`config.mk`:
```
export PLATFORM = sky130hd
export DESIGN_NAME = led_pattern_decoder
export DESIGN_NICKNAME = d
export VERILOG_FILES = /design/src/rtl/led_pattern_pkg.sv /design/src/rtl/led_sym_match.sv /design/src/rtl/led_pattern_decoder.sv
export SDC_FILE = /design/constraint.sdc
export NUM_CORES = 1
export LEC_CHECK = 0
export CELL_PAD_IN_SITES_DETAIL_PLACEMENT = 0
export CELL_PAD_IN_SITES_GLOBAL_PLACEMENT = 2
export CORE_ASPECT_RATIO = 1.25
export CORE_UTILIZATION = 36
export DETAILED_ROUTE_END_ITERATION = 8
export GPL_TIMING_DRIVEN = 1
export PLACE_DENSITY = 0.81
export SLEW_MARGIN = 20
export SYNTH_ARGS = -nofsm -noshare
export SYNTH_HDL_FRONTEND = slang
export SYNTH_SLANG_ARGS = --single-unit
```
`constraint.sdc`:
```
create_clock -name clk -period 9.48 [get_ports clk]
set_input_delay 0.948 -clock clk [delete_from_list [all_inputs] [get_ports clk]]
set_output_delay 0.948 -clock clk [all_outputs]
set_load 0.01 [all_outputs]
```
`src/rtl/led_pattern_pkg.sv`:
```
// Shared definitions for the 10-step LED pattern: symbol table, phase arithmetic, FSM encoding.
package led_pattern_pkg;

   localparam int unsigned PHASES = 10;

   typedef enum logic [0:0] {
      StAcquire = 1'b0,
      StLocked  = 1'b1
   } state_e;

   // Symbols are {bar, mosca, azul}; out-of-range phases map to the illegal 101 so they never match.
   function automatic logic [2:0] sym_of(input logic [3:0] p);
      logic [2:0] s;
      unique case (p)
         4'd0:    s = 3'b000;
         4'd1:    s = 3'b100;
         4'd2:    s = 3'b110;
         4'd3:    s = 3'b111;
         4'd4:    s = 3'b100;
         4'd5:    s = 3'b011;
         4'd6:    s = 3'b000;
         4'd7:    s = 3'b111;
         4'd8:    s = 3'b010;
         4'd9:    s = 3'b001;
         default: s = 3'b101;
      endcase
      return s;
   endfunction

   function automatic logic [3:0] next_phase(input logic [3:0] p);
      return (p >= 4'(PHASES - 1)) ? 4'd0 : p + 4'd1;
   endfunction

   function automatic logic [PHASES-1:0] rotl1(input logic [PHASES-1:0] v);
      return {v[PHASES-2:0], v[PHASES-1]};
   endfunction

endpackage

```
`src/rtl/led_sym_match.sv`:
```
// Combinational symbol matcher: bit i of match is set when led equals the symbol of phase i.
module led_sym_match
   import led_pattern_pkg::*;
(
   input  logic [2:0]        led_i,
   output logic [PHASES-1:0] match_o
);

   always_comb begin
      match_o = '0;
      for (int i = 0; i < PHASES; i++) begin
         match_o[i] = (led_i == sym_of(4'(i)));
      end
   end

endmodule

```
`src/rtl/led_pattern_decoder.sv`:
```
// Aligns to the repeating 10-step LED pattern, tracks its phase and counts symbol errors.
module led_pattern_decoder
   import led_pattern_pkg::*;
#(
   parameter int unsigned ERR_W      = 8,
   parameter int unsigned MISS_LIMIT = 2
) (
   input  logic             clk,
   input  logic             reset,
   input  logic             valid,
   input  logic [2:0]       led,
   output logic             locked,
   output logic [3:0]       phase,
   output logic             err,
   output logic [ERR_W-1:0] err_count
);

   state_e              state_q;
   logic [PHASES-1:0]   cand_q;
   logic [3:0]          phase_q;
   logic [2:0]          miss_q;
   logic                err_q;
   logic [ERR_W-1:0]    err_count_q;

   logic [PHASES-1:0]   m;
   logic [PHASES-1:0]   n;
   logic [3:0]          n_cnt;
   logic [3:0]          n_idx;
   logic [3:0]          nxt_phase;
   logic                sym_hit;
   logic [3:0]          miss_inc;
   logic                miss_drop;
   logic                err_hit;

   led_sym_match u_sym_match (
      .led_i   (led),
      .match_o (m)
   );

   always_comb begin
      n     = rotl1(cand_q) & m;
      n_cnt = '0;
      n_idx = '0;
      for (int i = 0; i < PHASES; i++) begin
         if (n[i]) begin
            n_cnt = n_cnt + 4'd1;
            n_idx = 4'(i);
         end
      end
      nxt_phase = next_phase(phase_q);
      sym_hit   = (led == sym_of(nxt_phase));
      miss_inc  = {1'b0, miss_q} + 4'd1;
      miss_drop = (miss_inc >= 4'(MISS_LIMIT));
      err_hit   = valid && ((state_q == StAcquire) ? (m == '0) : !sym_hit);
   end

   always_ff @(posedge clk) begin
      if (!reset) begin
         state_q     <= StAcquire;
         cand_q      <= '1;
         phase_q     <= '0;
         miss_q      <= '0;
         err_q       <= 1'b0;
         err_count_q <= '0;
      end else begin
         err_q <= err_hit;
         if (err_hit && (err_count_q != {ERR_W{1'b1}})) begin
            err_count_q <= err_count_q + 1'b1;
         end
         if (valid) begin
            unique case (state_q)
               StAcquire: begin
                  if (m == '0) begin
                     cand_q <= '1;
                  end else if (n_cnt == 4'd1) begin
                     state_q <= StLocked;
                     phase_q <= n_idx;
                     miss_q  <= '0;
                  end else if (n_cnt > 4'd1) begin
                     cand_q <= n;
                  end else begin
                     cand_q <= m;
                  end
               end
               StLocked: begin
                  // Phase free-wheels on mismatches so a single glitch does not cost alignment.
                  phase_q <= nxt_phase;
                  if (sym_hit) begin
                     miss_q <= '0;
                  end else if (miss_drop) begin
                     state_q <= StAcquire;
                     miss_q  <= '0;
                     cand_q  <= (m == '0) ? '1 : m;
                  end else begin
                     miss_q <= miss_inc[2:0];
                  end
               end
               default: state_q <= StAcquire;
            endcase
         end
      end
   end

   assign locked    = (state_q == StLocked);
   assign phase     = phase_q;
   assign err       = err_q;
   assign err_count = err_count_q;

endmodule

```
# [Yosys cells after proc, flatten, opt, wreduce, memory -nomap -nowiden]
# Memory sizes are Yosys's and may differ from the RTL's.
# Index checks and enable logic that the tools add are counted.
[classes] addsub=12 n_mul=0 div_mod_pow=0 magnitude_cmp=3 eq_ne=14 shift=0 n_mux=41 n_bitwise=2 reduce_logical=7
[ops] op="$mux W4" count=20
[ops] op="$mux W10" count=6
[ops] op="$add A4 B1 Y4 const B" count=10
[ops] op="$pmux W10 S2" count=1
[ops] op="$mux W3" count=4
[ops] op="$and A10 B10 Y10" count=1
[ops] op="$logic_not A10 Y1" count=1
[ops] op="$eq A3 B3 Y1 const B" count=3
[ops] op="$add A8 B1 Y8 const B" count=1
[ops] op="$ne A8 B8 Y1 const B" count=1
[ops] op="$pmux W4 S2" count=1
[ops] op="$mux W1" count=7
[ops] op="$eq A3 B2 Y1 const B" count=2
[ops] op="$pmux W3 S2" count=1
[ops] op="$add A3 B1 Y4 const B" count=1
[ops] op="$eq A4 B1 Y1 const B" count=1
[ops] op="$ge A4 B2 Y1 const B" count=1
[ops] op="$ge A4 B4 Y1 const B" count=1
[ops] op="$gt A4 B1 Y1 const B" count=1
[ops] op="$ne A2 B1 Y1 const B" count=2
[ops] op="$ne A2 B2 Y1 const B" count=2
[ops] op="$reduce_and A4 Y1" count=1
[ops] op="$eq A3 B1 Y1 const B" count=1
[ops] op="$eq A3 B3 Y1" count=1
[ops] op="other kinds (7)" count=8
[totals] ff_bits=27 latch_bits=0 mem_bits_rw=0 rom_bits=48 input_bits=6 out_inout_bits=14 wordCells=86 mem_count=1
[mem_list] name="(name not given)" words=16 width=3 rd=1 rd_ports_with_merged_regs=0 wr=0 line="led_pattern_pkg.sv:14" text="unique case (p)"

# [Depth between registers and ports, before layout]
# Gate-level depths: netlist (run 1).
[logic_depth] depth_word=26 ltp_mapped=29 depth_no_buf=25

# [Cells and area by module]
# Synthesis (run 1) repeated with hierarchy kept, for this count alone.
[unflattened] hier_cells=334 hier_area_um2=2712.6
[modules_own_cells] module="led_pattern_decoder" n_inst=1 cells_per_inst=324 area_each_um2=2635.0 seq_area_each_um2=540.5
[modules_own_cells] module="led_sym_match" n_inst=1 cells_per_inst=10 area_each_um2=77.6 seq_area_each_um2=0.0

# [Worst setup path before layout (run 1)]
# OpenSTA, ideal clock, no wires.
[synth_path] kind="input -> register" startpoint="in led[2]" endpoint="reg cand_q[0]" setup_ns=0.079 arrival_ns=6.868 required_time_ns=9.401 path_slack_ns=2.533 path_stages=27 n_path_buf=6 cell_sequence="buf_4 > buf_2 > clkbuf_1 > nand3_1 > ha_1 > clkbuf_1 > xnor2_1 > ha_1 > xnor2_1 > o211a_1 > a21o_1 > a21o_1 > ha_1 > or2_2 > o21a_1 > xor2_1 > mux2_2 > ha_1 > a22oi_1 > nand2_1 > ha_1 > or4_1 > buf_2 > a2111oi_4 > a21oi_2 > buf_6 > o221ai_2"
[synth_via] elab_chain_cells=26 elab_cells_between_ends=41 classes_between="9 x add/sub; 1 x order compare; 10 x eq/ne; 17 x mux; 1 x bitwise; 3 x reduce/logical"
[synth_rtl] item="start, declared" line="led_pattern_decoder.sv:11" text="input logic [2:0] led,"
[synth_rtl] item="$logic_not A3 Y1" line="led_sym_match.sv:12" text="match_o[i] = (led_i == sym_of(4'(i)));"
[synth_rtl] item="$and A10 B10 Y10" line="led_pattern_decoder.sv:41" text="n = rotl1(cand_q) & m;"
[synth_rtl] item="$mux W1" line="led_pattern_decoder.sv:45" text="if (n[i]) begin"
[synth_rtl] item="$add A4 B1 Y4" line="led_pattern_decoder.sv:46" text="n_cnt = n_cnt + 4'd1;"
[synth_rtl] item="$mux W4" line="led_pattern_decoder.sv:45"
[synth_rtl] item="$add A4 B1 Y4" line="led_pattern_decoder.sv:46"
[synth_rtl] item="$mux W4" line="led_pattern_decoder.sv:45"
[synth_rtl] item="$add A4 B1 Y4" line="led_pattern_decoder.sv:46"
[synth_rtl] item="[... 10 more ...]"
[synth_rtl] item="$mux W4" line="led_pattern_decoder.sv:45"
[synth_rtl] item="$add A4 B1 Y4" line="led_pattern_decoder.sv:46"
[synth_rtl] item="$mux W4" line="led_pattern_decoder.sv:45"
[synth_rtl] item="$gt A4 B1 Y1" line="led_pattern_decoder.sv:79" text="end else if (n_cnt > 4'd1) begin"
[synth_rtl] item="$mux W10" line="led_pattern_decoder.sv:79"
[synth_rtl] item="$mux W10" line="led_pattern_decoder.sv:75" text="end else if (n_cnt == 4'd1) begin"
[synth_rtl] item="$mux W10" line="led_pattern_decoder.sv:73" text="if (m == '0) begin"
[synth_rtl] item="$pmux W10 S2" line="led_pattern_decoder.sv:71" text="unique case (state_q)"
[synth_rtl] item="end signal, assigned" line="led_pattern_decoder.sv:80" text="cand_q <= n;"
[synth_rtl] item="end signal, assigned" line="led_pattern_decoder.sv:82" text="cand_q <= m;"
[synth_rtl] item="end signal, assigned" line="led_pattern_decoder.sv:93" text="cand_q <= (m == '0) ? '1 : m;"
[synth_rtl] item="end, declared" line="led_pattern_decoder.sv:19" text="logic [PHASES-1:0] cand_q;"
# Several ways; a longest one is shown, not always the timed one. The select of a mux whose other input is x is not followed.
# A chain may end at the register's enable or synchronous reset.

# [Worst setup path after layout (run 1)]
[layout_path] startpoint="in led[1]" endpoint="reg cand_q[9]"
# Same word-level chain as after synthesis.

==> results of run 1 <==
where the power goes:
group / leakage, nW / total (W) / internal, W / switching [W]
clock: 0.0217 / 0.0000675 / 0.0000298 / 0.0000376
sequential: 0.221 / 0.000151 / 0.000127 / 0.0000243
combinational: 1.01 / 0.000211 / 0.0000901 / 0.000121
metal layers:
layer,track usage,wire length (microns),up-vias
met5,0,0,-
met1,0.2406,3429,1284
met3,0.01607,171,11
met4,0.07018,208,0
met2,0.3318,3795,45
li1,-,-,1382
logic make-up (layout without fill, tap and decap cells):
logic type | after synthesis | after routing | synth area share
and+or+nand+nor | 135 | 135 | 0.2498
AOI/OAI and AO/OA | 107 | 107 | 0.2927
buffers and inverters | 46 | 51 | 0.06839
DFF | 27 | 27 | 0.1870
adders and majority gates | 22 | 22 | 0.09524
xor gates and xnor gates | 19 | 19 | 0.06710
muxes | 11 | 11 | 0.03983
final cells by class:
| cell class | instances | area (sq um) |
|---|---|---|
| Timing Repair Buffer | 22 | 212.7 |
| Multi-Input combinational cell | 294 | 2152 |
| Fill cell | 803 | 4626 |
| Tap cell | 95 | 118.9 |
| Clock buffer | 3 | 41.29 |
| Sequential cell | 27 | 540.5 |
| Clock inverter | 1 | 7.507 |
| Inverter | 25 | 93.84 |
worst max-delay path, stage by stage:
cell	delay, ps
clkdlybuf4s50_1	460
inv_1	190
ha_1	380
nor2b_1	250
nand2_1	90
ha_1	440
xnor2_1	300
ha_1	310
xnor2_1	140
o211a_1	200
a21o_1	160
a21o_1	160
ha_1	260
or2_2	300
o21a_1	140
xor2_1	140
mux2_2	280
ha_1	260
a22oi_1	290
nand2_1	100
ha_1	290
or4_1	710
a2111oi_4	610
a21oi_2	320
o221ai_1	250
layout by cell type (no fill, tap or decap), types with 3 or more instances in the layout:
cell	count
nand4b_1	3
clkdlybuf4s50_1	19
ha_1	22
nand2b_1	3
clkbuf_8	3
nor3_1	5
or4_1	4
mux2_2	4
nand2_1	37
and3_1	11
a211o_1	9
a211oi_1	3
and2_1	3
buf_4	3
o221ai_2	9
dfxtp_1	27
nor2_1	19
xnor2_1	12
nand4_1	12
a21oi_1	26
or3_1	3
nand3_1	19
xor2_1	5
o31ai_1	4
o211ai_1	11
a21o_1	6
inv_1	24
mux2i_1	7
a311oi_1	3
o21ai_0	14
stage by stage:
| stage | power, W | area, sq um | setup slack (ps) | hold slack [ps] | cells |
|---|---|---|---|---|---|
| floorplan | 0.0003135 | 2890 | 2533 | 469.4 | 367 |
| global placement | 0.0003641 | 3118 | 1607 | 486.1 | 463 |
| detailed placement | 0.0003651 | 3118 | 1409 | 486.5 | 463 |
| CTS | 0.0004338 | 3167 | 1700 | 502.5 | 467 |
| global route | 0.0004658 | 3167 | 1114 | 523.9 | 467 |
| finish | 0.0004298 | 3167 | 1684 | 498.9 | 467 |
flip-flops by register name, indices dropped and copies added, names as in the netlist:
register / cells
phase: 4
err: 1
cand_q: 10
miss_q: 3
err_count: 8
locked: 1
how the worst max path moves through the flow:
stage / start / end / cells past startpoint
after floorplan: led[2] / cand_q[0] / 27
after global placement: led[0] / cand_q[9] / 25
after detailed placement: led[0] / cand_q[9] / 25
after CTS: led[0] / cand_q[9] / 25
after global routing: led[0] / cand_q[9] / 25
final: led[1] / cand_q[9] / 25
==> summary.txt, run 1 <==
Cell count after synthesis - 367
N_diodes - 0
Clock Skews - 9.683 ps
Vias in the first global route - 2483
Die width - 82.14 microns
Synthesis Warnings - 0
Min-Delay Endpoint - miss_q[2]
Final WL - 7604 microns
Fraction of layout cells with a size suffix above 1 - 0.07527
Nets - 401
Die Span Y - 102.2 microns
Die area - 8393 sq um
CTS Sinks - 27
RePlAce Congestion - 0.8095
Synth cell types - 63
Startpoint Class - input port
TritonCTS clock tree - yes
# port buffers - 19
Synthesized area - 2890 sq um
GRT Total Usage - 0.1906
Final setup violating endpoints - 0
Req. time, crit path - 9680 ps
# rows - 36
Slew Limit Headroom - 0.3941
Crit path time final - 7796 ps
Drc violations - 0
1st-pass router iterations - 4
Final ANT Viol Nets - 0
Largest net degree at the start of global routing - 27
Count leader, synth - nand2_1
Synth-to-Final Area Change - 9.567%
Detailed placement HPWL - 5926 microns
Hold-critical path depth - 1
Sequential fraction of the synthesis area - 0.1870
Worst min path class - register to register
R2R Path Start - cand_q[0]
Total congestion overflow - 0
Synth top area cells - dfxtp_1 19%, ha_1 9.5%, nand2_1 4.8%
Hold Crit Start - miss_q[2]
First-pass GRT wire length - 12360 microns
Worst Setup End Kind - register
Main synth FF type - dfxtp_1
Core Region - 7792 sq um
Worst Path Max Fanout - 11
Top cell type by total area after synthesis - dfxtp_1
Worst Setup Path Type - input port to register
Postcts setup bufs - 0
Antenna violations before repair - 0
RSZ-0062 raised after global routing - no
Setup TNS - 0 ps
Data arrival, critical path - 8000 ps
CTS Hold Bufs - 0
Share of the synthesized area in the top cell type - 0.1870
Ports - 20
FF+latch count, synth - 27
Status - finished, final reports clean
Hold Violations, Final - 0
Later-pin clock latency in the skew report - 280 ps
Worst-Margin Slew - 905.6 ps
H-Tree Depth - 1
Max Cap Violations - 0
R2r setup slk - 3170 ps
Num CTS Buffers - 3
Synth top cells by count - 37 x nand2_1, 27 x dfxtp_1, 26 x a21oi_1
Asr flop ratio synth - 0
Worst reg2reg path depth - 21
Post-route clock period utilization - 0.8223
Wire per inst - 16.28 microns
Max Clk Rate - 0.1283 GHz
Synth Area per Inst - 7.875 sq um
EDFF count, synth - 0
Starting Density - 0.3709
Reg2reg end - cand_q[9]
Clock buffer depth - 2
CTS root buffer - clkbuf_8
PD cells - 135.7 nW/um^2
Cts repair resizes - 0
Initial drt markers - 93
DR vias - 2722
Vias per inst - 5.829
Leak pwr - 1.251 nW
Final max-slew violation count - 0
Peak VDD IR - 0.07350 mV
Synthesized Nets - 395
Reg clk slew, reported paths - 100 ps
Core Util, Final - 0.4064
Note: power is estimated with default switching activity, not from simulation.
==> inputs of run 2 (changes only) <==
==> constraint.sdc (replaced) <==
create_clock -name clk -period 7.2 [get_ports clk]
set_input_delay 0.72 -clock clk [delete_from_list [all_inputs] [get_ports clk]]
set_output_delay 0.72 -clock clk [all_outputs]
set_load 0.01 [all_outputs]
==> run 2 against run 1 <==
Power up 37%. Worst setup slack got worse by 1400 ps. Sequential power rose by 32%. Count of clock-buffer cells in the layout stayed put. Highest routed layer unchanged. Critical path depth grew 2. Clock skew fell by 5.2 ps. Utilization increased by 1.3 points. Global-route usage is 0.18 points higher. Register-to-register slack worse by 1900 ps. Combinational power is 43% higher.
==> summary.txt, run 2 (same netlist as run 1, synthesis figures left out) <==
Post-route clock period utilization - 0.9555
Final WL - 7881 microns (+3.6%)
Worst Setup Path Type - input port to register
Reg clk slew, reported paths - 100 ps (about the same)
Setup crit start - led[1]
Psw - 0.0002504 W (+37%)
Worst-Margin Slew - 921.7 ps (+16.17 ps)
Synth-to-Final Area Change - 13.07%
Max Clk Rate - 0.1454 GHz
Die area - 8393 sq um (unchanged)
Vias per inst - 5.826 (about the same)
Vias in the first global route - 2589 (+4.3%)
Final setup violating endpoints - 0 (unchanged)
TritonCTS clock tree - yes
Startpoint Class - input port
Ports - 20 (unchanged)
Commonest non-fill, non-tap cell in the layout - nand2_1
CP dominant cell by count - ha_1
Non-filler cells, final - 478 (+2.4%)
CP max-delay cell - or4_4
Crit path time final - 6879 ps
Slew Limit Headroom - 0.3832 (-0.01082)
Clock Skews - 4.502 ps (-5.180 ps)
Data arrival, critical path - 7040 ps (-960 ps)
Leak pwr - 1.318 nW (+5.3%)
DR vias - 2785 (+2.3%)
Reg2reg end - cand_q[0]
Hold Violations, Final - 0 (unchanged)
Wire per inst - 16.49 microns (+1.3%)
Register share of total power - 0.337 (-0.014)
Final max-slew violation count - 0 (unchanged)
CP endpoint - cand_q[0]
Filler instances - 789 (-1.7%)
Die width - 82.14 microns (unchanged)
R2r setup slk - 1290 ps (-1880 ps)
First-pass GRT wire length - 12550 microns (+1.5%)
RePlAce Congestion - 0.8317 (+2.7%)
Core Region - 7792 sq um (unchanged)
CTS Sinks - 27 (unchanged)
GRT Total Usage - 0.1923 (+0.001757)
Most frequent cells in the layout - 37 x nand2_1, 27 x dfxtp_1, 26 x a21oi_1
CP max stage delay - 610 ps (-100 ps)
PD cells - 180.4 nW/um^2 (+33%)
Max Cap Violations - 0 (unchanged)
H-Tree Depth - 1 (unchanged)
Drc violations - 0 (unchanged)
Fraction of layout cells with a size suffix above 1 - 0.1070 (+0.03178)
CTS root buffer - clkbuf_8
Worst reg2reg path depth - 23 (+9.5%)
Clock network power share - 0.152 (-0.005)
Initial drt markers - 140 (+51%)
Status - finished, final reports clean
Worst Path Max Fanout - 8 (-3)
Core Util, Final - 0.4194 (+0.01301)
CTS Hold Bufs - 0 (unchanged)
Worst Setup End Kind - register
# port buffers - 19 (unchanged)
Final ANT Viol Nets - 0 (unchanged)
Max FFs per register - 10 (unchanged)
Total congestion overflow - 0 (unchanged)
Switching part of the total - 0.4247 (-0.001867)
R2R Path Start - cand_q[0]
Num CTS Buffers - 3 (unchanged)
1st-pass router iterations - 5 (+1)
Die Span Y - 102.2 microns (unchanged)
N_diodes - 0 (unchanged)
Top reg by flops - cand_q
Detailed placement HPWL - 5974 microns (+0.80%)
Logic gate share of total power - 0.510 (+0.018)
Clock buffer depth - 2 (unchanged)
Nets - 412 (+2.7%)
Dpl cells - 471 (+1.7%)
Req. time, crit path - 7360 ps (-2320 ps)
Peak VDD IR - 0.1255 mV (+71%)
Starting Density - 0.3709 (unchanged)
Largest net degree at the start of global routing - 30 (+11%)
Worst min path class - register to register
Antenna violations before repair - 0 (unchanged)
# rows - 36 (unchanged)
Internal power - 0.0003391 W (+38%)
Later-pin clock latency in the skew report - 270 ps (about the same)
-- run 2: cell count changes in the layout (fill, tap and decap cells not counted), sizes merged --
cell,previous run,this run
buf,3,14
-- run 2: how the worst min path moves through the flow --
stage / startpoint / endpoint / slack (ps) / cells after the start
2_1_floorplan: miss_q[2] / miss_q[2] / 470 / 1
3_3_place_gp: err_count[5] / err_count[5] / 480 / 2
3_5_place_dp: miss_q[2] / miss_q[2] / 490 / 1
4_1_cts: miss_q[2] / miss_q[2] / 510 / 1
5_1_grt: miss_q[2] / miss_q[2] / 520 / 1
6_report: err_count[5] / err_count[5] / 490 / 2
-- run 2: cell type report --
class	instances	area, sq um	share of cell area
repair buffers	33	295.3	0.09035
clock inverters	1	7.507	0.002297
inverters	25	93.84	0.02871
flip-flops and latches	27	540.5	0.1654
well taps	95	118.9	0.03637
clock buffers	3	41.29	0.01263
multi-input cells	294	2171	0.6642
-- run 2: power by group through the flow --
stage | clock (W) | combinational [W] | sequential [W]
after floorplan | 0 | 0.000226 | 0.000187
after global placement | 0 | 0.000279 | 0.000202
after detailed placement | 0 | 0.000283 | 0.000202
after CTS | 0.0000956 | 0.000284 | 0.000199
after global routing | 0.0000981 | 0.000334 | 0.000201
final | 0.0000899 | 0.000301 | 0.000199
-- run 2: layer usage --
layer	vias to the layer above	track usage	wire length, microns
met5	-	0	0
met3	7	0.01161	214
met2	54	0.3490	3950
li1	1415	-	-
met1	1309	0.2377	3592
met4	0	0.06073	124
-- run 2: worst max-delay path, delay by kind of cell --
family | cells | cell delay (ps)
AOI/OAI and AO/OA | 8 | 1610
xor gates and xnor gates | 3 | 510
adders and majority gates | 6 | 1740
buffers and inverters | 4 | 890
muxes | 1 | 280
and+or+nand+nor | 5 | 1290
-- run 2: timing repair --
| item | CTS | global route |
|---|---|---|
| resized for setup | 0 | 3 |
| setup endpoints to repair | 0 | 11 |
| buffers inserted | 0 | 3 |
-- run 2: through the flow --
step / hold slack, ps / setup WS, ps / TNS, ps / total power (W) / instance area (sq um)
floorplan: 469.4 / 481.3 / 0 / 0.0004128 / 2890
global placement: 484.8 / -19.88 / -45.00 / 0.0004810 / 3178
detailed placement: 492.1 / -184.6 / -1776 / 0.0004848 / 3178
CTS: 507.3 / 71.41 / 0 / 0.0005785 / 3227
global route: 518.3 / -2.761 / -4.758 / 0.0006329 / 3268
finish: 494.7 / 320.6 / 0 / 0.0005895 / 3268
